**src/rtl/alu_pipe_md.sv**
```systemverilog
// rtl/alu_pipe_md.sv - registered ALU with iterative MUL/DIV unit and HI/LO registers
// Optional macro ALU_OVF_EN enables the registered signed add/sub overflow flag.
module alu_pipe_md #(
  parameter int WIDTH = 32
) (
  input  logic             clk,
  input  logic             rst_n,
  input  logic             in_valid,
  output logic             in_ready,
  input  logic [1:0]       mode,
  input  logic [5:0]       alu_fun,
  input  logic             sign,
  input  logic [WIDTH-1:0] a,
  input  logic [WIDTH-1:0] b,
  output logic             out_valid,
  output logic [WIDTH-1:0] result,
  output logic [WIDTH-1:0] hi,
  output logic [WIDTH-1:0] lo,
  output logic             zero,
  output logic             ovf
);

  localparam int SHW = $clog2(WIDTH);
  localparam logic [SHW-1:0] LAST = SHW'(WIDTH - 1);

  typedef enum logic [1:0] {IDLE, ITER, FIX} state_t;

  state_t           state;
  logic [SHW-1:0]   cnt;
  logic [WIDTH-1:0] acc_hi, acc_lo, op_b;
  logic             div_op, res_neg, rem_neg;

  logic             accept, is_md, is_div, sa, sb;
  logic [WIDTH-1:0] mag_a, mag_b;
  logic [WIDTH-1:0] alu_res, add_b, add_sum;
  logic [SHW-1:0]   sh;
  logic             cmp_bit;

  assign accept = in_valid && in_ready;
  assign is_md  = (mode == 2'b01) || (mode == 2'b10);
  assign is_div = (mode == 2'b10);
  assign sa     = sign & a[WIDTH-1];
  assign sb     = sign & b[WIDTH-1];
  assign mag_a  = sa ? -a : a;
  assign mag_b  = sb ? -b : b;

  always_comb begin
    alu_res = '0;
    cmp_bit = 1'b0;
    add_b   = alu_fun[0] ? ~b : b;
    add_sum = a + add_b + {{(WIDTH-1){1'b0}}, alu_fun[0]};
    sh      = a[SHW-1:0];
    case (alu_fun[5:4])
      2'b00: alu_res = add_sum;
      2'b01: begin
        case (alu_fun[3:0])
          4'b1000: alu_res = a & b;
          4'b1110: alu_res = a | b;
          4'b0110: alu_res = a ^ b;
          4'b0001: alu_res = ~(a | b);
          4'b1010: alu_res = a;
          default: alu_res = '0;
        endcase
      end
      2'b10: begin
        case (alu_fun[1:0])
          2'b00:   alu_res = b << sh;
          2'b01:   alu_res = b >> sh;
          2'b11:   alu_res = WIDTH'($signed(b) >>> sh);
          default: alu_res = '0;
        endcase
      end
      default: begin
        case (alu_fun[3:1])
          3'b001:  cmp_bit = (a == b);
          3'b000:  cmp_bit = (a != b);
          3'b010:  cmp_bit = sign ? ($signed(a) < $signed(b)) : (a < b);
          3'b110:  cmp_bit = a[WIDTH-1] | (a == '0);
          3'b101:  cmp_bit = a[WIDTH-1];
          3'b111:  cmp_bit = ~a[WIDTH-1] & (a != '0);
          default: cmp_bit = 1'b0;
        endcase
        alu_res = {{(WIDTH-1){1'b0}}, cmp_bit};
      end
    endcase
  end

  // Shared accumulator: {acc_hi,acc_lo} is the product for MUL, {remainder,quotient} for DIV.
  logic [WIDTH:0]     mul_sum, div_shift, div_diff;
  logic               div_bit;
  logic [2*WIDTH-1:0] prod_fix;
  logic [WIDTH-1:0]   fix_hi, fix_lo;

  always_comb begin
    mul_sum   = {1'b0, acc_hi} + (acc_lo[0] ? {1'b0, op_b} : '0);
    div_shift = {acc_hi, acc_lo[WIDTH-1]};
    div_diff  = div_shift - {1'b0, op_b};
    div_bit   = ~div_diff[WIDTH];
    prod_fix  = res_neg ? -{acc_hi, acc_lo} : {acc_hi, acc_lo};
    if (div_op) begin
      fix_lo = res_neg ? -acc_lo : acc_lo;
      fix_hi = rem_neg ? -acc_hi : acc_hi;
    end else begin
      fix_lo = prod_fix[WIDTH-1:0];
      fix_hi = prod_fix[2*WIDTH-1:WIDTH];
    end
  end

  always_ff @(posedge clk or negedge rst_n) begin
    if (!rst_n) begin
      state     <= IDLE;
      in_ready  <= 1'b1;
      out_valid <= 1'b0;
      result    <= '0;
      zero      <= 1'b0;
      hi        <= '0;
      lo        <= '0;
      acc_hi    <= '0;
      acc_lo    <= '0;
      op_b      <= '0;
      cnt       <= '0;
      div_op    <= 1'b0;
      res_neg   <= 1'b0;
      rem_neg   <= 1'b0;
    end else begin
      out_valid <= 1'b0;
      case (state)
        IDLE: begin
          if (accept) begin
            if (is_md) begin
              state    <= ITER;
              in_ready <= 1'b0;
              cnt      <= '0;
              div_op   <= is_div;
              // A zero divisor keeps the all-ones quotient the restoring loop produces.
              res_neg  <= (sa ^ sb) & ~(is_div & (b == '0));
              rem_neg  <= sa;
              acc_hi   <= '0;
              acc_lo   <= is_div ? mag_a : mag_b;
              op_b     <= is_div ? mag_b : mag_a;
            end else begin
              out_valid <= 1'b1;
              result    <= alu_res;
              zero      <= (alu_res == '0);
            end
          end
        end
        ITER: begin
          cnt <= cnt + 1'b1;
          if (div_op) begin
            acc_hi <= div_bit ? div_diff[WIDTH-1:0] : div_shift[WIDTH-1:0];
            acc_lo <= {acc_lo[WIDTH-2:0], div_bit};
          end else begin
            acc_hi <= mul_sum[WIDTH:1];
            acc_lo <= {mul_sum[0], acc_lo[WIDTH-1:1]};
          end
          if (cnt == LAST) state <= FIX;
        end
        FIX: begin
          state     <= IDLE;
          in_ready  <= 1'b1;
          out_valid <= 1'b1;
          hi        <= fix_hi;
          lo        <= fix_lo;
          result    <= fix_lo;
          zero      <= (fix_lo == '0);
        end
        default: state <= IDLE;
      endcase
    end
  end

`ifdef ALU_OVF_EN
  logic add_ovf;
  assign add_ovf = sign & (a[WIDTH-1] == add_b[WIDTH-1]) & (add_sum[WIDTH-1] != a[WIDTH-1]);

  always_ff @(posedge clk or negedge rst_n) begin
    if (!rst_n) begin
      ovf <= 1'b0;
    end else if (accept && !is_md && state == IDLE) begin
      ovf <= (alu_fun[5:4] == 2'b00) & add_ovf;
    end else if (state == FIX) begin
      ovf <= 1'b0;
    end
  end
`else
  assign ovf = 1'b0;
`endif

endmodule

```
**config.mk**
```make
export PLATFORM = sky130hd
export DESIGN_NAME = alu_pipe_md
export DESIGN_NICKNAME = d
export VERILOG_FILES = /design/src/rtl/alu_pipe_md.sv
export SDC_FILE = /design/constraint.sdc
export NUM_CORES = 1
export LEC_CHECK = 0
export CORE_UTILIZATION = 50
export CTS_CLUSTER_SIZE = 28
export DETAILED_ROUTE_END_ITERATION = 8
export DONT_BUFFER_PORTS = 1
export PLACE_DENSITY = 0.68
export SKIP_LAST_GASP = 1
export SLEW_MARGIN = 20
export SYNTH_ARGS = -nofsm -noshare
export SYNTH_HDL_FRONTEND = slang
export SYNTH_SLANG_ARGS = --single-unit
```
**constraint.sdc**
```tcl
create_clock -name clk -period 10.03 [get_ports clk]
set_input_delay 1.003 -clock clk [delete_from_list [all_inputs] [get_ports clk]]
set_output_delay 1.003 -clock clk [all_outputs]
set_load 0.02 [all_outputs]
```
Yosys cells after proc, flatten, opt, wreduce, memory -nomap -nowiden
Index checks and enable logic that the tools add are counted.

cells by class
  $add $sub $neg = 10
  order comparisons = 2
  equal/unequal tests = 25
  shifts and indexed selects = 3
  mux-type cells = 44
  bitwise operators = 15
  reduce and logical (&&, ||, !) cells = 18

operator list
  cell                number
  $mux 32             19
  $pmux 32 s2         3
  $pmux 32 s3         2
  $pmux 32 s5         1
  $logic_not 32->1    4
  $neg 32->32         4
  $lt 32x32->1        2
  $mux 64             1
  $neg 64->64         1
  $not 32->32         2
  $add 32x32->33      1
  $sub 33x32->33      1
  $add 32x1->32       1
  $add 32x32->32      1
  $and 32x32->32      1
  $eq 32x32->1        1
  $ne 32x32->1        1
  $or 32x32->32       1
  $reduce_bool 32->1  1
  $shl 32x5->32       1
  $shr 32x5->32       1
  $sshr 32x5->32      1
  $xor 32x32->32      1
  $reduce_and 3->1    5
  27 further kinds    60

storage, ports and cells
  bits in registers = 205
  input port bits = 76
  logic and storage cells = 131

Longest topological paths before layout
  word-level depth = 9
  mapped depth = 21

Worst setup path before layout
No wires, ideal clock.

  path kind = input port to flip-flop
  from = input alu_fun[0]
  to = register result[31]
  library setup time = 0.142 ns
  arrival time = 5.711 ns
  data required time = 9.888 ns
  slack = 4.177 ns
  cell stages on the path = 20
  path buffers = 7
  cells stage by stage = clkbuf_1 > clkbuf_1 > clkbuf_1 > buf_1 > clkbuf_1 > clkbuf_1 > xor2_1 > ha_1 > clkbuf_1 > a211oi_1 > o21ai_0 > a221o_1 > a41o_1 > o311ai_1 > a21oi_1 > o41ai_1 > o21ai_0 > and4_1 > nor3_1 > o221ai_1

on the way
  longest elaborated chain between the ends = 7
  elaborated cells on any way between the ends = 17

ends and longest elaborated chain
  item                    line  source
  start: declaration      11    input logic [5:0] alu_fun,
  $mux 32                 50    add_b = alu_fun[0] ? ~b : b;
  $add 32x32->32          51    add_sum = a + add_b + {{(WIDTH-1){1'b0}}, alu_fun[0]};
  $add 32x1->32           51
  $pmux 32 s3 *           53    case (alu_fun[5:4])
  $mux 32 *               130   if (is_md) begin
  $mux 32 *               129   if (accept) begin
  $pmux 32 s2 *           127   case (state)
  end signal: assignment  143   result <= alu_res;
  end signal: assignment  165   result <= fix_lo;
  end: declaration        16    output logic [WIDTH-1:0] result,

Every way passes the cells marked *; elsewhere a longest branch is shown, timed or not. The select of a mux whose other input is x is not followed.
A chain may end at the register's enable or synchronous reset.

Final worst setup path
  from = register acc_lo[0]
  to = register acc_hi[31]

on the way
  longest elaborated chain between the ends = 4

ends and longest elaborated chain
  item                      line  source
  start: declaration        30    logic [WIDTH-1:0] acc_hi, acc_lo, op_b;
  start signal: assignment  139   acc_lo <= is_div ? mag_a : mag_b;
  start signal: assignment  152   acc_lo <= {acc_lo[WIDTH-2:0], div_bit};
  start signal: assignment  155   acc_lo <= {mul_sum[0], acc_lo[WIDTH-1:1]};
  $mux 32                   95    mul_sum = {1'b0, acc_hi} + (acc_lo[0] ? {1'b0, op_b} : '0);
  $add 32x32->33            95
  $mux 32                   150   if (div_op) begin
  $pmux 32 s2               127
  end signal: assignment    151   acc_hi <= div_bit ? div_diff[WIDTH-1:0] : div_shift[WIDTH-1:0];
  end signal: assignment    154   acc_hi <= mul_sum[WIDTH:1];
  end: declaration          30

Every way passes these cells.

==> reports/qor.csv <==
stage,metric,value,unit
timing,tns,0,ns
setup_path,criticalPathCategory,reg2reg,
synthesis,synth_top_family_by_area,compound AO/OA/AOI/OAI gates,
flow_run,cap_violations,0,
power,p_leak,11.2,nW
global_route,grt_pass1_wl,159,mm
place,port_buffers,0,
die,initial_core_util,50.5,%
global_route,grt_pass1_vias,24200,
setup_path,ff2ff_path_depth,14,
final_layout,nFillCells,4891,
die,die-width,227,um
die,rows,82,
global_route,grt_antenna_before_repair,3,
global_route,met2_usage,62.2,%
clock_tree,cts_tree,yes,
clock_tree,ctsHoldBuffers,0,
timing,skew,0.0207,ns
synthesis,ys.flop_type,dfrtp_1,
routing,ant_nets,0,
setup_path,path_max_fanout,14,
global_route,grt_util_met1,51.0,%
routing,finalWirelength,109,mm
synthesis,netlist_instances,3268,
global_route,top_usage_layer,met2,
synthesis,synth_nets,3544,
power,power_density,258,nW/um^2
timing,setup_violations,0,
clock_tree,post_cts_resized,0,
routing,first_iter_violations,3615,
clock_tree,cts_root_buf,clkbuf_16,
synthesis,synth.area.top_cells,"dfrtp_1, ha_1, o21ai_0",
synthesis,async_flop_share,100,%
final_layout,nets,3355,
clock_tree,cts_htree_levels,1,
synthesis,netlist.area_leader.share,20.2,%
synthesis,synth_edf_count,0,
synthesis,synth.most_common_cell,nand2_1,
clock_tree,cts_setup_buffers,0,
timing,holdWs,0.152,ns
synthesis,synth_mux_area_share,11.3,%
clock_tree,clkLatencyLatePin,0.55,ns
timing,setup_ws,5.00,ns
power,vdd_drop_max,0.000145,V
timing,min_period,5.03,ns
setup_path,arrival,5.45,ns
die,io_pins,176,
synthesis,synthSimpleGateAreaFrac,17.9,%
final_layout,post-route-util,52.4,%
clock_tree,clk_pin_slew,0.07,ns
routing,dr.pass1.iters,6,
timing,max_freq,199,MHz
global_route,globalRouteMet3Util,12.0,%
routing,drc_errors,0,
clock_tree,clk_path_buf_depth,3,
synthesis,ys_warn_count,0,
die,dieArea,51500,sq um
final_layout,syn2layout_area_growth,3.61,%
timing,report.final.slew_viol_count,0,
global_route,grt-ovfl-total,0,
routing,vias,26200,
setup_path,end_kind,flip-flop,
setup_path,worstPathRequired,10.45,ns
synthesis,synth_area,25300,sq um
global_route,grtUsageTotal,41.3,%
routing,wl_per_cell,28.9,um
place,place.gp.congestion,1.14,
min_path,hold_path.class,in2async,
synthesis,yosys.area_share.adder,9.98,%
global_route,grt_max_degree,206,
setup_path,cp-start-kind,flip-flop,
synthesis,yosysTopAreaCell,dfrtp_1,
place,hpwl,81.3,mm
timing,rsz0062_at_grt,false,
synthesis,synth-compound-area-share,26.7,%
timing,finalHoldViolCount,0,
die,die_height,227,um
timing,relSlewSlack,30.5,%
place,pre_cts_slack,5.03,ns
final_layout,layout-drive-gt1-share,6.30,%
timing,fin_crit_sh,50.2,%
routing,vias_per_cell,6.94,
clock_tree,cts.sinks,205,
synthesis,syn_avg_cell_area,7.74,sq um
synthesis,yosys-top-cells-count,"nand2_1, o21ai_0, nor2_1",
timing,worst_pin_slew,1.04,ns
synthesis,yosysUniqueCellTypes,93,
outcome,status,completed,
synthesis,synthXorXnorAreaFrac,7.92,%
clock_tree,cts_buffers,22,
synthesis,synth_seq_cells,205,
synthesis,ys_seq_area_share,20.3,%
die,core_area,50100,sq um
==> critical path: stages, from the launching register on <==
cell	delay (ns)
dfrtp_1	0.48
inv_1	0.38
nor2_1	0.15
fa_1	0.45
a21o_1	0.18
a21oi_1	0.24
o21ai_0	0.22
o221ai_1	0.40
o21ai_0	0.26
nor4_1	0.60
o31ai_1	0.25
o41ai_1	0.70
or3b_2	0.24
a41oi_1	0.09
a211o_1	0.28
==> through the flow <==
| stage | total power, mW | instances | cell area, sq um |
|---|---|---|---|
| 2_1_floorplan | 4.79 | 3268 | 25300 |
| 3_3_place_gp | 5.71 | 3727 | 25500 |
| 3_5_place_dp | 5.81 | 3727 | 25500 |
| 4_1_cts | 6.67 | 3766 | 26200 |
| 5_1_grt | 7.23 | 3766 | 26200 |
| 6_report | 6.78 | 3770 | 26200 |
==> path summary, 6_finish.rpt <==
path | slack, ns | to | startpoint
worst max register to register | 5.00 | acc_hi[31]$_DFFE_PN0P_ | acc_lo[0]$_DFFE_PN0P_
min in group clk | 0.49 | op_b[21]$_DFFE_PN0P_ | op_b[21]$_DFFE_PN0P_
worst min-delay path | 0.15 | acc_hi[16]$_DFFE_PN0P_ | rst_n
worst max-delay path | 5.00 | acc_hi[31]$_DFFE_PN0P_ | acc_lo[0]$_DFFE_PN0P_
max in group asynchronous | 9.36 | op_b[9]$_DFFE_PN0P_ | rst_n
worst min register to register | 0.49 | op_b[21]$_DFFE_PN0P_ | op_b[21]$_DFFE_PN0P_
==> per-layer routing <==
metal / share of wire [%] / vias up
met1: 38 / 12500
li1: - / 11600
met2: 42 / 1676
met5: 0.012 / -
met3: 12 / 403
met4: 8.0 / 2
==> layout make-up <==
class | count | area (sq um) | area share, %
flip-flops and latches | 205 | 5130 | 19.6
diodes | 4 | 10.0 | 0.0382
inverters | 144 | 541 | 2.06
multi-input cells | 2675 | 18700 | 71.4
well taps | 672 | 841 | 3.21
repair buffers | 31 | 233 | 0.888
clock buffers | 24 | 568 | 2.17
clock inverters | 15 | 165 | 0.630
==> placed cells by master (no fill, tap or decap), types with 20 or more instances in the layout <==
cell type and count:
o31ai_1 25, mux4_2 49, xor2_1 85, nand4_1 26, dfrtp_1 203, nor2b_1 32
a31oi_1 35, o21a_1 25, and3_1 20, mux2i_1 145, a221o_1 23, nand3_1 52
a21oi_1 247, a21o_1 72, xnor2_1 141, nand2b_1 30, clkbuf_16 22, nor2_1 295
mux2_2 27, inv_1 138, ha_1 196, a22oi_1 43, nor4_1 33, a211oi_1 26
nor3_1 49, o211ai_1 32, o221ai_1 27, buf_4 31, o21ai_0 307, nand2_1 336
==> sequential cells by signal, summed over array words and instances (netlist names) <==
| register | flops |
|---|---|
| lo | 32 |
| hi | 32 |
| in_ready | 1 |
| rem_neg | 1 |
| acc_lo | 32 |
| cnt | 5 |
| op_b | 32 |
| result | 32 |
| acc_hi | 32 |
| div_op | 1 |
| zero | 1 |
| res_neg | 1 |
| out_valid | 1 |
| state | 2 |
==> where the power goes <==
| group | total (mW) | internal [mW] | switching (mW) |
|---|---|---|---|
| Sequential | 1.81 | 1.16 | 0.647 |
| Combinational | 4.12 | 1.69 | 2.43 |
| Clock | 0.845 | 0.468 | 0.377 |
| Total | 6.78 | 3.32 | 3.45 |
==> kinds of logic after synthesis <==
kind of cell,after synthesis
AO/OA/AOI/OAI,1048
XOR/XNOR,228
AND/OR/NAND/NOR,977
other,1
multiplexers,221
adder cells (fa/ha/maj),200
buffers and inverters,388
flip-flops,205
No activity file was read; power rests on OpenSTA's default activity.
